## src/rtl/gf2_pkg.sv

```systemverilog
// gf2_pkg -- shared widths and FSM encoding for the GF(2) polynomial divider.
// The widths match the 16x16 Karatsuba multiplier this block inverts.
package gf2_pkg;

   localparam int AW    = 31;  // dividend / quotient width (product width)
   localparam int BW    = 16;  // divisor width (multiplier operand width)
   localparam int RW    = 15;  // remainder width, deg r < deg b <= 15
   localparam int DEG_W = 4;   // holds a divisor degree 0..15
   localparam int J_W   = 5;   // holds a quotient bit position 0..30

   typedef enum logic [1:0] {
      IDLE,
      ITER,
      DONE
   } state_t;

endpackage

```

## src/rtl/gf2_deg16.sv

```systemverilog
// gf2_deg16 -- combinational priority encoder: degree of a 16-bit polynomial
// (index of its highest set bit) and a flag for the all-zero polynomial.
module gf2_deg16
   import gf2_pkg::*;
(
   input  logic [BW-1:0]    b,
   output logic [DEG_W-1:0] deg,
   output logic             zero
);

   // Scan upward so the highest set bit is the last one to write deg.
   always_comb begin
      // NOTE: every output gets a default before the loop so no latch is inferred.
      deg  = '0;
      zero = (b == '0);
      for (int i = 0; i < BW; i++) begin
         if (b[i]) deg = DEG_W'(i);
      end
   end

endmodule

```

## src/rtl/gf2_poly_div_31by16.sv

```systemverilog
// gf2_poly_div_31by16 -- sequential GF(2) long division, one quotient bit per
// cycle: a = q*b ^ r with deg r < deg b. Valid/ready on both sides, one
// operation in flight at a time.
// Optional build macro GF2DIV_EARLY_EXIT_EN: start the scan at j = 30 - deg(b)
// instead of j = 30, skipping quotient positions that are zero by construction.
// Results are identical in both builds; only the latency differs.
module gf2_poly_div_31by16
   import gf2_pkg::*;
(
   input  logic          clk,
   input  logic          rst,
   input  logic          in_valid,
   output logic          in_ready,
   input  logic [AW-1:0] a,
   input  logic [BW-1:0] b,
   output logic          out_valid,
   input  logic          out_ready,
   output logic [AW-1:0] q,
   output logic [RW-1:0] r,
   output logic          dz
);

   state_t            state, state_next;
   logic [AW-1:0]     w;        // working remainder
   logic [AW-1:0]     q_reg;    // quotient under construction
   logic [BW-1:0]     b_reg;    // latched divisor
   logic [DEG_W-1:0]  deg_reg;  // latched divisor degree
   logic [J_W-1:0]    j;        // current quotient bit position
   logic              dz_reg;

   logic [DEG_W-1:0]  deg_in;
   logic              b_zero;
   logic [J_W-1:0]    j_start;
   logic [J_W:0]      pos;
   logic              hit;
   logic [AW-1:0]     b_shift;

   wire accept  = in_valid & in_ready;
   wire deliver = out_valid & out_ready;

   gf2_deg16 u_deg (
      .b    (b),
      .deg  (deg_in),
      .zero (b_zero)
   );

   // First quotient position visited for the operand being accepted.
   always_comb begin
`ifdef GF2DIV_EARLY_EXIT_EN
      j_start = J_W'(AW - 1) - J_W'(deg_in);
`else
      j_start = J_W'(AW - 1);
`endif
   end

   // One division step: the divisor's leading term lands on w[j+deg].
   always_comb begin
      pos     = {1'b0, j} + (J_W + 1)'(deg_reg);
      hit     = (pos <= (J_W + 1)'(AW - 1)) && w[pos[J_W-1:0]];
      b_shift = {{(AW - BW){1'b0}}, b_reg} << j;
   end

   // State register.
   always_ff @(posedge clk) begin
      // NOTE: sequential state uses non-blocking assignments so every register
      // samples the pre-edge values of the others.
      if (rst) state <= IDLE;
      else     state <= state_next;
   end

   // Next-state logic.
   always_comb begin
      state_next = state;
      case (state)
         IDLE: if (accept)   state_next = b_zero ? DONE : ITER;
         ITER: if (j == '0)  state_next = DONE;
         DONE: if (deliver)  state_next = IDLE;
         default:            state_next = IDLE;
      endcase
   end

   // Output decode.
   always_comb begin
      in_ready  = (state == IDLE);
      out_valid = (state == DONE);
   end

   assign q  = q_reg;
   assign r  = w[RW-1:0];
   assign dz = dz_reg;

   // Datapath: load on accept, one conditional XOR-subtract per ITER cycle.
   always_ff @(posedge clk) begin
      // NOTE: the result registers are reset because q/r/dz are visible ports
      // with defined reset values; nothing here is a memory array.
      if (rst) begin
         w       <= '0;
         q_reg   <= '0;
         b_reg   <= '0;
         deg_reg <= '0;
         j       <= '0;
         dz_reg  <= 1'b0;
      end else begin
         case (state)
            IDLE: if (accept) begin
               b_reg   <= b;
               deg_reg <= deg_in;
               j       <= j_start;
               q_reg   <= '0;
               dz_reg  <= b_zero;
               w       <= b_zero ? '0 : a;
            end
            ITER: begin
               if (hit) w <= w ^ b_shift;
               q_reg[j] <= hit;
               if (j != '0) j <= j - 1'b1;
            end
            default: ;
         endcase
      end
   end

endmodule

```

## config.mk

```make
export PLATFORM = sky130hd
export DESIGN_NAME = gf2_poly_div_31by16
export DESIGN_NICKNAME = d
export VERILOG_FILES = /design/src/rtl/gf2_pkg.sv /design/src/rtl/gf2_deg16.sv /design/src/rtl/gf2_poly_div_31by16.sv
export SDC_FILE = /design/constraint.sdc
export NUM_CORES = 1
export LEC_CHECK = 0
export ABC_AREA = 1
export CORE_MARGIN = 3
export CORE_UTILIZATION = 45
export DETAILED_ROUTE_END_ITERATION = 8
export PLACE_DENSITY = 0.69
export SLEW_MARGIN = 0
export SYNTH_ARGS = -nofsm -noshare
export SYNTH_HDL_FRONTEND = slang
export SYNTH_SLANG_ARGS = --single-unit
```

## constraint.sdc

```tcl
create_clock -name clk -period 2.71 [get_ports clk]
set_input_delay 0.542 -clock clk [delete_from_list [all_inputs] [get_ports clk]]
set_output_delay 0.542 -clock clk [all_outputs]
set_load 0.01 [all_outputs]
```

Word level (Yosys, flattened, before mapping)
Cells that the tools add are included.

Bits in read-only memories: 0. RAM bits: 0. Latch bits: 0. Register bits after elaboration: 90. Memories: 0. Output and inout port bits: 49.

Div/mod/pow operators: 0. Eq/ne operators: 7. Reduce and logical (&&, ||, !) cells: 12. Order comparisons: 4. $mul: 0. Mux-type cells: 34. Add/sub/neg operators: 2. Bitwise operators: 3. Shift operators: 1.

Operators by type and width (number): $mux 31 (4); $pmux 31 s2 (2); $mux 4 (8); $bwmux 31 (1); $shl 16x5->31 (1); $xor 31x31->31 (1); $logic_not 16->1 (1); $lt 5x6->1 const B (2); $mux 2 (6); $mux 3 (4); $mux 5 (2); $pmux 5 s2 (1); $reduce_and 3->1 (3); $add 5x4->6 (1); $le 6x5->1 const B (1); $ne 2x2->1 const B (3); $pmux 2 s3 (1); $bmux 1 s5 (1); $demux 1 s5 (1); $ge 5x1->1 const B (1); $logic_not 5->1 (1); $reduce_bool 5->1 (1); $sub 5x1->5 const B (1); $ne 2x1->1 const B (2); 8 further kinds (13).

Logic depth before layout (Yosys ltp)
Gate-level depths: netlist of run 1.

Word-level depth: 15. Gate-level depth with buffers: 18.

By module
From an unflattened synthesis of run 1, not the netlist that was laid out.

Cells, all modules: 1098. Area, all modules: 6359.8 sq um.

By module, submodules not included: gf2_poly_div_31by16 (seq. area each 1801.7 sq um, area each 6178.4 sq um, cells each 1054, instances 1); gf2_deg16 (seq. area each 0.0 sq um, area each 181.4 sq um, cells each 44, instances 1).

Worst setup path before layout of run 1
OpenSTA, ideal clock, no wires.

Path kind: register to register. From: register j[1]. To: register w[18]. Path buffers: 3. Data required time: 2.593 ns. Setup slack: 0.222 ns. Arrival time: 2.371 ns. Cell stages (with the launch flop): 18. Setup time: 0.117 ns. Cells stage by stage: dfxtp_1 -> inv_2 -> buf_2 -> fa_1 -> buf_2 -> inv_1 -> nand3_1 -> nand2_1 -> nand2_1 -> nand2_1 -> nand2_1 -> nand3_1 -> nand2_1 -> nand2_2 -> nand2_4 -> buf_4 -> o21ai_0 -> nor2_1.

Longest elaborated chain between the ends: 6.

Ends and longest elaborated chain: start, declared (RTL line gf2_poly_div_31by16.sv:28) `logic [J_W-1:0] j;`; start signal, assigned (RTL line gf2_poly_div_31by16.sv:108) `j <= j_start;`; start signal, assigned (RTL line gf2_poly_div_31by16.sv:116) `if (j != '0) j <= j - 1'b1;`; $add 5x4->6 (RTL line gf2_poly_div_31by16.sv:58) `pos = {1'b0, j} + (J_W + 1)'(deg_reg);`; $bmux 1 s5 (RTL line gf2_poly_div_31by16.sv:59) `hit = (pos <= (J_W + 1)'(AW - 1)) && w[pos[J_W-1:0]];`; $mux 1 (implied by the code) (RTL line gf2_poly_div_31by16.sv:59); $logic_and 1x1->1 (RTL line gf2_poly_div_31by16.sv:59); $ne 2x2->1 (no line); $reduce_and 3->1 (no line); end signal, assigned (RTL line gf2_poly_div_31by16.sv:111) `w <= b_zero ? '0 : a;`; end signal, assigned (RTL line gf2_poly_div_31by16.sv:114) `if (hit) w <= w ^ b_shift;`; end, declared (RTL line gf2_poly_div_31by16.sv:24) `logic [AW-1:0] w;`.

Several ways; a longest one is shown, not always the timed one. The select of a mux whose other input is x is not followed. A chain may end at the register's enable or synchronous reset.

Final worst setup path of run 1
From: register j[0]. To: register w[11].

Same word-level chain as after synthesis.

==> flow_summary.toml, run 1 <==
[drt]
drt_iter0_markers = 579
wl_per_cell_um = 15.90
antenna_left = 0
drt-total-wl_mm = 20.51
num_vias = 6939
vias_per_cell = 5.379
dr.pass1.iters = 5
drc_errors = 0

[global_routing]
grt_max_degree = 58
antenna_found_initial = 0
grt_overflow = 0
grt_pass1_vias = 6473
grt_pass1_wl_mm = 32.86
grtUsageTotal_pct = 27.48

[run_status]
outcome = "complete, no violations"

[placed_design]
place_area_mm2 = 0.007316
io_buffers = 99
place_congestion = 0.9550
dp_hpwl_mm = 15.06

[timing]
worst_pin_slew_ns = 0.7100
fin_setup_tns_ns = 0
final-max-slew-violation-count = 0
rsz0062_at_grt = "false"
skew_ns = 0.008662
slew_headroom_pct = 52.66
hold_viol = 0
fmax_mhz = 399.6
setup_viol = 0
period_share_pct = 92.35
period_needed_ns = 2.503

[cts]
cts-htree-levels = 3
cts_made_buffers = 9
cts_sinks = 90
clkTransAtPathRegs_ns = 0.07
clk_path_buf_depth = 2
cts_tree = "done"
cts_root_buffer = "clkbuf_16"
clk_latency_ns = 0.36

[finish]
stdcell_area_mm2 = 0.007627
multiInputGateArea_mm2 = 0.003796
areaGrowthSynthToFinish_pct = 22.09
seq_area_mm2 = 0.001802
fillers = 1377
num_antenna_cells = 0
drive_gt1_share_pct = 7.361
nets = 1170

[logic_synthesis]
synth_common_cells = "327 x nand2_1, 195 x nand3_1, 90 x dfxtp_1"
synth_top_area_share_pct = 28.84
synth.area.top_cells = "dfxtp_1 29%, nand2_1 20%, nand3_1 16%"
avgSynthCellArea_um2 = 5.995
yosysUniqueCellTypes = 37
syn_inst = 1042
synth-edff-count = 0
ys_warn_count = 0
syn_nets = 1103
synth_ff_type = "dfxtp_1"
seq_area_frac_synth_pct = 28.84
async_reset_ff_share_pct = 0
syn_area_mm2 = 0.006247
ys_ff_latch = 90
synth_most_common_cell = "nand2_1"
post-synth-top-area-cell = "dfxtp_1"

[floorplanning]
dieHeight_um = 123.8
rows = 42
die-width_um = 123.8
fp.coreArea_mm2 = 0.01340
fp.dieArea_mm2 = 0.01533
start_util_pct = 46.62
ios = 100

[power]
power_density_mw_per_mm2 = 673.4
ir_drop_uv = 427.9
sw_frac_of_total_pct = 41.33
pwr-share-seq_pct = 31.5
pwr-share-clk_pct = 25.7
p_switching_w = 0.002123
internal_power_w = 0.003013
p_leak_nw = 3.219
pwr-share-comb_pct = 42.9

[min_path]
holdPathStages = 2
hold_start = "q[2]$_SDFFE_PP0P_"
holdPathEnd = "q[2]$_SDFFE_PP0P_"
hold_path_class = "register to register"

[run]
maxCapViolCount = 0

[critical_path]
crit_fanout = 19
rr_startpoint = "j[0]$_SDFFE_PP0P_"
cp_num_buf_inv = 3
cp_slowest_cell = "fa_1"
reg2reg_slack_ns = 0.21
worst_path_largest_cell_delay_ns = 0.54
worst-setup-path-type = "register to register"
crit_required_ns = 2.95
critPathLaunchType = "register"
path_common_cell = "nand2_1"
endpoint_kind = "register"
worstRegToRegCells = 16
arrival_ns = 2.75
critical-path-top-delay-family = "adder cells"
worstPathCellList = "ha_1, inv_1, fa_1, buf_4, nand3_1, nand2_1, nand2_1, nand2_1, nand2_1, nand3_1, nand2_1, nand2_2, nand2_4, buf_4, o21ai_0, nor2_1"
r2r-end = "w[11]$_SDFFE_PP0P_"
## layer usage
metal  vias to the layer above  share of wire, %  routed length [µm]  global-route usage [%]
li1                       3544                 -                   -                       -
met1                      3159                46                9385                   36.21
met2                       192                45                9264                   43.90
met3                        44               5.3                1093                   5.041
met4                         0               3.7                 761                   12.04
met5                         -                 0                   0                       0
## worst min-delay path, delay by kind of cell (launching register included)
family,cells,cell delay (ns)
compound gates,1,0.06
flops,1,0.31
simple gates,1,0.06
## cell families (layout without fill, tap and decap cells)
kind of cell | count (synthesis) | count (layout) | share of synthesized area (%)
flip-flops | 90 | 90 | 28.84
AND/OR/NAND/NOR | 648 | 648 | 44.36
buffers and inverters | 139 | 211 | 10.51
AO/OA/AOI/OAI | 150 | 150 | 13.34
XOR/XNOR | 5 | 5 | 0.8212
adder cells (fa/ha/maj) | 10 | 10 | 2.123
## power by group through the flow
stage	logic, W	registers, W	clock network, W
final	0.00220	0.00162	0.00132
after global routing	0.00245	0.00164	0.00139
after detailed placement	0.00216	0.00164	0
after CTS	0.00217	0.00161	0.00134
after floorplan	0.00155	0.00160	0
after global placement	0.00215	0.00164	0
## layout by cell type, fill, tap and decap left out, types with 10 or more instances in the layout
cell type        count
nor2_1              88
inv_1               58
nand2_1            327
nand3_1            195
buf_4               28
nand4_1             11
a21oi_1             66
clkdlybuf4s50_1     98
a21oi_2             10
o21ai_0             54
nand2_2             11
dfxtp_1             90
## timing repair
| item | in CTS | in global routing |
|---|---|---|
| buffers inserted | 0 | 1 |
| hold buffers | 0 | 0 |
| gates resized for setup | 0 | 1 |
| setup endpoints to repair | 0 | 31 |
## worst max-delay path by stage
stage	startpoint	end	slack (ns)	cells past startpoint
finish	j[0]$_SDFFE_PP0P_	w[11]$_SDFFE_PP0P_	0.21	16
global route	j[0]$_SDFFE_PP0P_	w[11]$_SDFFE_PP0P_	0.01	16
CTS	j[0]$_SDFFE_PP0P_	w[7]$_SDFFE_PP0P_	0.12	17
detailed placement	j[0]$_SDFFE_PP0P_	w[11]$_SDFFE_PP0P_	0.14	16
global placement	j[0]$_SDFFE_PP0P_	w[22]$_SDFFE_PP0P_	0.19	16
floorplan	j[1]$_SDFFE_PP0P_	w[18]$_SDFFE_PP0P_	0.22	17
## per-stage QoR
stage | std cells | hold WS (ns) | worst slack (ns) | utilization (%) | total power, W
after global placement | 1273 | 0.4655 | 0.1855 | 54.59 | 0.003793
final | 1290 | 0.4689 | 0.2072 | 56.92 | 0.005136
after detailed placement | 1273 | 0.4587 | 0.1399 | 54.59 | 0.003803
after global routing | 1290 | 0.4998 | 0.01336 | 56.92 | 0.005475
after CTS | 1289 | 0.4716 | 0.1190 | 56.86 | 0.005127
after floorplan | 1042 | 0.4518 | 0.2218 | - | 0.003143
## area by class of cell
| type | instances | share of cell area (%) |
|---|---|---|
| clock buffers | 11 | 3.182 |
| clock inverters | 5 | 0.8038 |
| inverters | 65 | 3.264 |
| multi-input cells | 813 | 49.77 |
| flip-flops and latches | 90 | 23.62 |
| well taps | 176 | 2.887 |
| repair buffers | 130 | 16.47 |
Power figures use the tool's default switching activity.
==> run 2, diff against run 1 <==
--- a/config.mk
+++ b/config.mk
@@ -7,5 +7,5 @@
 export LEC_CHECK = 0
 export ABC_AREA = 1
-export CORE_MARGIN = 3
+export CORE_MARGIN = 8
 export CORE_UTILIZATION = 45
 export DETAILED_ROUTE_END_ITERATION = 8
==> constraint.sdc (replaced) <==
create_clock -name clk -period 2.71 [get_ports clk]
set_input_delay 0.542 -clock clk [delete_from_list [all_inputs] [get_ports clk]]
set_output_delay 0.542 -clock clk [all_outputs]
set_load 0.1 [all_outputs]
==> flow_summary.toml, run 2 (synthesized netlist as in run 1, its figures left out) <==
[timing]
period_share_pct = 90.71
fmax_mhz = 406.8
hold_viol = 0
slew_headroom_pct = 52.88
worst_pin_slew_ns = 0.7067
period_needed_ns = 2.458
final-max-slew-violation-count = 0
fin_setup_tns_ns = 0
rsz0062_at_grt = "false"
hold_slack_ns = 0.4824
skew_ns = 0.01073
setup_viol = 0

[critical_path]
worstRegToRegCells = 16
crit_required_ns = 2.96
arrival_ns = 2.71
worst-setup-path-type = "register to register"
path_common_cell = "nand2_1"
cp_slowest_cell = "fa_2"
crit_fanout = 31
reg2reg_slack_ns = 0.25
endpoint_kind = "register"
rr_startpoint = "deg_reg[0]$_SDFFE_PP0P_"
r2r-end = "w[21]$_SDFFE_PP0P_"
worst_path_largest_cell_delay_ns = 0.57
worstPathCellList = "ha_1, inv_1, fa_2, buf_4, nand3_1, nand2_1, nand2_1, nand2_1, nand2_1, nand3_1, nand2_1, nand2_2, nand2_4, buf_12, o21ai_0, nor2_1"
critPathLaunchType = "register"

[global_routing]
grt_max_degree = 58
grt_pass1_vias = 6586
antenna_found_initial = 0
grtUsageTotal_pct = 23.62
grt_overflow = 0
grt_pass1_wl_mm = 34.48

[run_status]
outcome = "complete, no violations"

[finish]
multiInputGateArea_mm2 = 0.003801
nets = 1163
layout_common_cells = "327 x nand2_1, 195 x nand3_1, 90 x dfxtp_1"
fillers = 1418
final_common_cell = "nand2_1"
areaGrowthSynthToFinish_pct = 19.51
num_antenna_cells = 0
drive_gt1_share_pct = 11.47
stdcell_area_mm2 = 0.007466
seq_area_mm2 = 0.001802

[cts]
cts_tree = "done"
clk_path_buf_depth = 2
cts_setup_buffers = 0
cts_hold_buffers = 0
cts_sinks = 90
cts_root_buffer = "clkbuf_16"
ctsResizeCount = 0
cts-htree-levels = 3
cts_made_buffers = 9
clk_latency_ns = 0.35
clkTransAtPathRegs_ns = 0.07

[drt]
antenna_left = 0
vias_per_cell = 5.445
drt_iter0_markers = 597
drc_errors = 0
num_vias = 7008
drt-total-wl_mm = 20.89
dr.pass1.iters = 5
wl_per_cell_um = 16.23

[min_path]
hold_path_class = "register to register"
hold_start = "q[24]$_SDFFE_PP0P_"
holdPathStages = 2
holdPathEnd = "q[24]$_SDFFE_PP0P_"

[power]
p_leak_nw = 3.280
ir_drop_uv = 447.0
power_density_mw_per_mm2 = 731.0

[floorplanning]
die-width_um = 133.8
fp.coreArea_mm2 = 0.01372
start_util_pct = 45.54
ios = 100
rows = 43
dieHeight_um = 133.8
fp.dieArea_mm2 = 0.01791

[placed_design]
place_area_mm2 = 0.007143
io_buffers = 99
dp_hpwl_mm = 15.35
place_congestion = 0.9701

[run]
maxCapViolCount = 0
## run 2: cell types whose count changed in the layout (fill, tap and decap cells not counted), sizes merged
cell | previous run | this run
clkbuf | 11 | 10
buf | 32 | 74
clkdlybuf4s50 | 98 | 49
inv | 66 | 69
clkinv | 3 | 1
## run 2: final cells by class
| cell class | count | area share (%) |
|---|---|---|
| repair buffers | 123 | 14.31 |
| clock buffers | 10 | 3.201 |
| inverters | 65 | 3.402 |
| well taps | 180 | 3.017 |
| flip-flops and latches | 90 | 24.13 |
| clock inverters | 6 | 1.022 |
| multi-input cells | 813 | 50.91 |
## run 2: power breakdown
| part | leakage, nW | internal, W | total [W] | switching, W |
|---|---|---|---|---|
| clock network | 0.156 | 0.000761 | 0.00137 | 0.000606 |
| registers | 0.738 | 0.00146 | 0.00162 | 0.000156 |
| logic | 2.39 | 0.000746 | 0.00247 | 0.00172 |
| total | 3.28 | 0.00297 | 0.00546 | 0.00249 |
## run 2: through the flow
stage,std cells,worst slack [ns],utilization (%),total power [W]
after detailed placement,1271,0.1246,52.07,0.004073
after CTS,1287,0.1066,54.36,0.005441
after floorplan,1042,0.2216,-,0.003487
final,1287,0.2519,54.42,0.005457
after global placement,1271,0.2192,52.07,0.004062
after global routing,1287,0.006352,54.42,0.005803
## run 2: worst max-delay path by stage
stage                            startpoint                  to  slack [ns]  cells past startpoint
finish              deg_reg[0]$_SDFFE_PP0P_  w[21]$_SDFFE_PP0P_        0.25                     16
global placement    deg_reg[0]$_SDFFE_PP0P_  w[28]$_SDFFE_PP0P_        0.22                     16
floorplan                 j[1]$_SDFFE_PP0P_  w[18]$_SDFFE_PP0P_        0.22                     17
global route        deg_reg[0]$_SDFFE_PP0P_  w[21]$_SDFFE_PP0P_       0.006                     16
detailed placement  deg_reg[0]$_SDFFE_PP0P_   w[1]$_SDFFE_PP0P_        0.12                     16
CTS                 deg_reg[0]$_SDFFE_PP0P_   w[1]$_SDFFE_PP0P_        0.11                     16
## run 2: critical path: cells and delay by family (launching register included)
kind | cells | cell delay, ns
AO/OA/AOI/OAI | 1 | 0.16
adder cells (fa/ha/maj) | 2 | 0.74
buffers and inverters | 3 | 0.41
flip-flops | 1 | 0.34
AND/OR/NAND/NOR | 10 | 0.70
## run 2: metal layers
layer,GRT usage (%),vias to the layer above,part of all wire (%)
li1,-,3538,-
met1,30.79,3169,45
met2,36.44,257,44
met3,5.348,44,7.3
met4,10.73,0,3.4
met5,0,-,0
==> run 3, diff against run 2 <==
- CORE_MARGIN: 8 -> 2
- DONT_BUFFER_PORTS: not set -> 1
- PLACE_DENSITY: 0.69 -> not set
==> flow_summary.toml, run 3 (synthesized netlist as in run 1, its figures left out) <==
[critical_path]
arrival_ns = 2.76
startpoint = "deg_reg[0]$_SDFFE_PP0P_"
critPathLaunchType = "register"
worst-setup-path-type = "register to register"
worst_path_largest_cell_delay_ns = 0.52
cp_slowest_cell = "fa_1"
worstPathCellList = "ha_1, inv_1, fa_1, buf_4, nand3_1, nand2_1, nand2_1, nand2_1, nand2_1, nand3_1, nand2_1, nand2_2, nand2_4, inv_4, buf_4, nand2_1, a21oi_1"
crit_fanout = 11
rr_startpoint = "deg_reg[0]$_SDFFE_PP0P_"
r2r-end = "w[0]$_SDFFE_PP0P_"
worstRegToRegCells = 17
endpoint_kind = "register"
crit_required_ns = 3.00
path_depth = 17
critical-path-top-delay-family = "simple AND/OR/NAND/NOR gates"
reg2reg_slack_ns = 0.24
path_common_cell = "nand2_1"
cp_num_buf_inv = 4

[cts]
cts_tree = "done"
cts_root_buffer = "clkbuf_16"
cts_sinks = 90
cts_hold_buffers = 0
clk_latency_ns = 0.36
cts_made_buffers = 9
clkTransAtPathRegs_ns = 0.07
cts-htree-levels = 3
clk_path_buf_depth = 2

[timing]
fmax_mhz = 404.1
hold_viol = 0
final-max-slew-violation-count = 0
timing.final.ws_setup_ns = 0.2353
period_share_pct = 91.32
skew_ns = 0.01060
rsz0062_at_grt = "false"
period_needed_ns = 2.475
slew_headroom_pct = 33.96
fin_setup_tns_ns = 0
setup_viol = 0
worst_pin_slew_ns = 0.9893

[power]
pwr-share-comb_pct = 45.6
p_switching_w = 0.002458
power_density_mw_per_mm2 = 774.3
pwr-share-clk_pct = 24.6
p_leak_nw = 3.033
ir_drop_uv = 334.4
pwr-share-seq_pct = 29.9
sw_frac_of_total_pct = 45.95
internal_power_w = 0.002891

[drt]
vias_per_cell = 5.429
wl_per_cell_um = 16.49
drt_iter0_markers = 489
drc_errors = 0
antenna_left = 0
dr.pass1.iters = 6
drt-total-wl_mm = 20.27
num_vias = 6672

[global_routing]
grt_max_degree = 59
antenna_found_initial = 0
grtUsageTotal_pct = 27.84
grt_pass1_vias = 6144
grt_overflow = 0
grt_pass1_wl_mm = 32.17

[min_path]
holdPathStages = 1
hold_start = "rst"
holdPathEnd = "q[2]$_SDFFE_PP0P_"
hold_path_class = "input port to register"

[finish]
fillers = 1522
drive_gt1_share_pct = 11.25
areaGrowthSynthToFinish_pct = 10.59
num_antenna_cells = 0
final_common_cell = "nand2_1"
layout_common_cells = "327 x nand2_1, 195 x nand3_1, 90 x dfxtp_1"
final_cells = 1229
nets = 1106

[placed_design]
place_congestion = 0.9979
dp_hpwl_mm = 15.02
dp.cells = 1214
io_buffers = 0
place_ws_ns = 0.1869

[floorplanning]
rows = 43
dieHeight_um = 121.8
die-width_um = 121.8
fp.dieArea_mm2 = 0.01484
start_util_pct = 45.54
fp.coreArea_mm2 = 0.01372
ios = 100

[run]
maxCapViolCount = 0

[run_status]
outcome = "complete, no violations"
-- run 3: cell types whose count changed in the layout (fill, tap and decap cells not counted), moves of 2 or more --
cell	delta
buf_4	-7
inv_6	-3
clkinv_4	+2
clkdlybuf4s50_1	-49
-- run 3: through the flow --
step | area [µm²] | utilization, % | total power [W] | hold slack, ns
after floorplan | 6250 | - | 0.003487 | 0.4518
after global placement | 6598 | 48.09 | 0.004019 | 0.4521
after detailed placement | 6598 | 48.09 | 0.004026 | 0.4523
after CTS | 6898 | 50.28 | 0.005339 | 0.2414
after global routing | 6909 | 50.36 | 0.005681 | 0.2397
final | 6909 | 50.36 | 0.005349 | 0.2462
-- run 3: repair_timing --
item,CTS,global route
setup endpoints to repair,0,16
buffers inserted,0,0
resized for setup,0,2
-- run 3: power groups by stage --
stage	registers [W]	clock network, W	logic (W)
global route	0.00162	0.00139	0.00268
detailed placement	0.00162	0	0.00240
floorplan	0.00164	0	0.00185
CTS	0.00160	0.00133	0.00241
finish	0.00160	0.00131	0.00244
global placement	0.00162	0	0.00240
-- run 3: final cells by class --
class                   instances  area [µm²]  area share (%)
flip-flops and latches         90        1802           26.08
well taps                     180       225.2           3.260
inverters                      65       249.0           3.604
clock inverters                 6       75.07           1.087
repair buffers                 66       520.5           7.533
clock buffers                   9       225.2           3.260
multi-input cells             813        3812           55.18
-- run 3: routing by layer --
metal | GRT usage, % | wire length (µm)
met5 | 0 | 0
met4 | 11.64 | 694
met3 | 5.009 | 1253
met2 | 44.20 | 9033
met1 | 37.19 | 9283
-- run 3: worst reg2reg max path, stage by stage (launching register included) --
cell and delay, ns:
dfxtp_1 0.34, ha_1 0.16, inv_1 0.05, fa_1 0.52, buf_4 0.19, nand3_1 0.09
nand2_1 0.09, nand2_1 0.05, nand2_1 0.07, nand2_1 0.05, nand3_1 0.08, nand2_1 0.06
nand2_2 0.09, nand2_4 0.07, inv_4 0.16, buf_4 0.17, nand2_1 0.05, a21oi_1 0.13
-- run 3: how the worst max path moves through the flow --
stage                               to
finish               w[0]$_SDFFE_PP0P_
global route         w[8]$_SDFFE_PP0P_
CTS                  w[0]$_SDFFE_PP0P_
detailed placement   w[0]$_SDFFE_PP0P_
global placement    w[18]$_SDFFE_PP0P_
floorplan           w[18]$_SDFFE_PP0P_
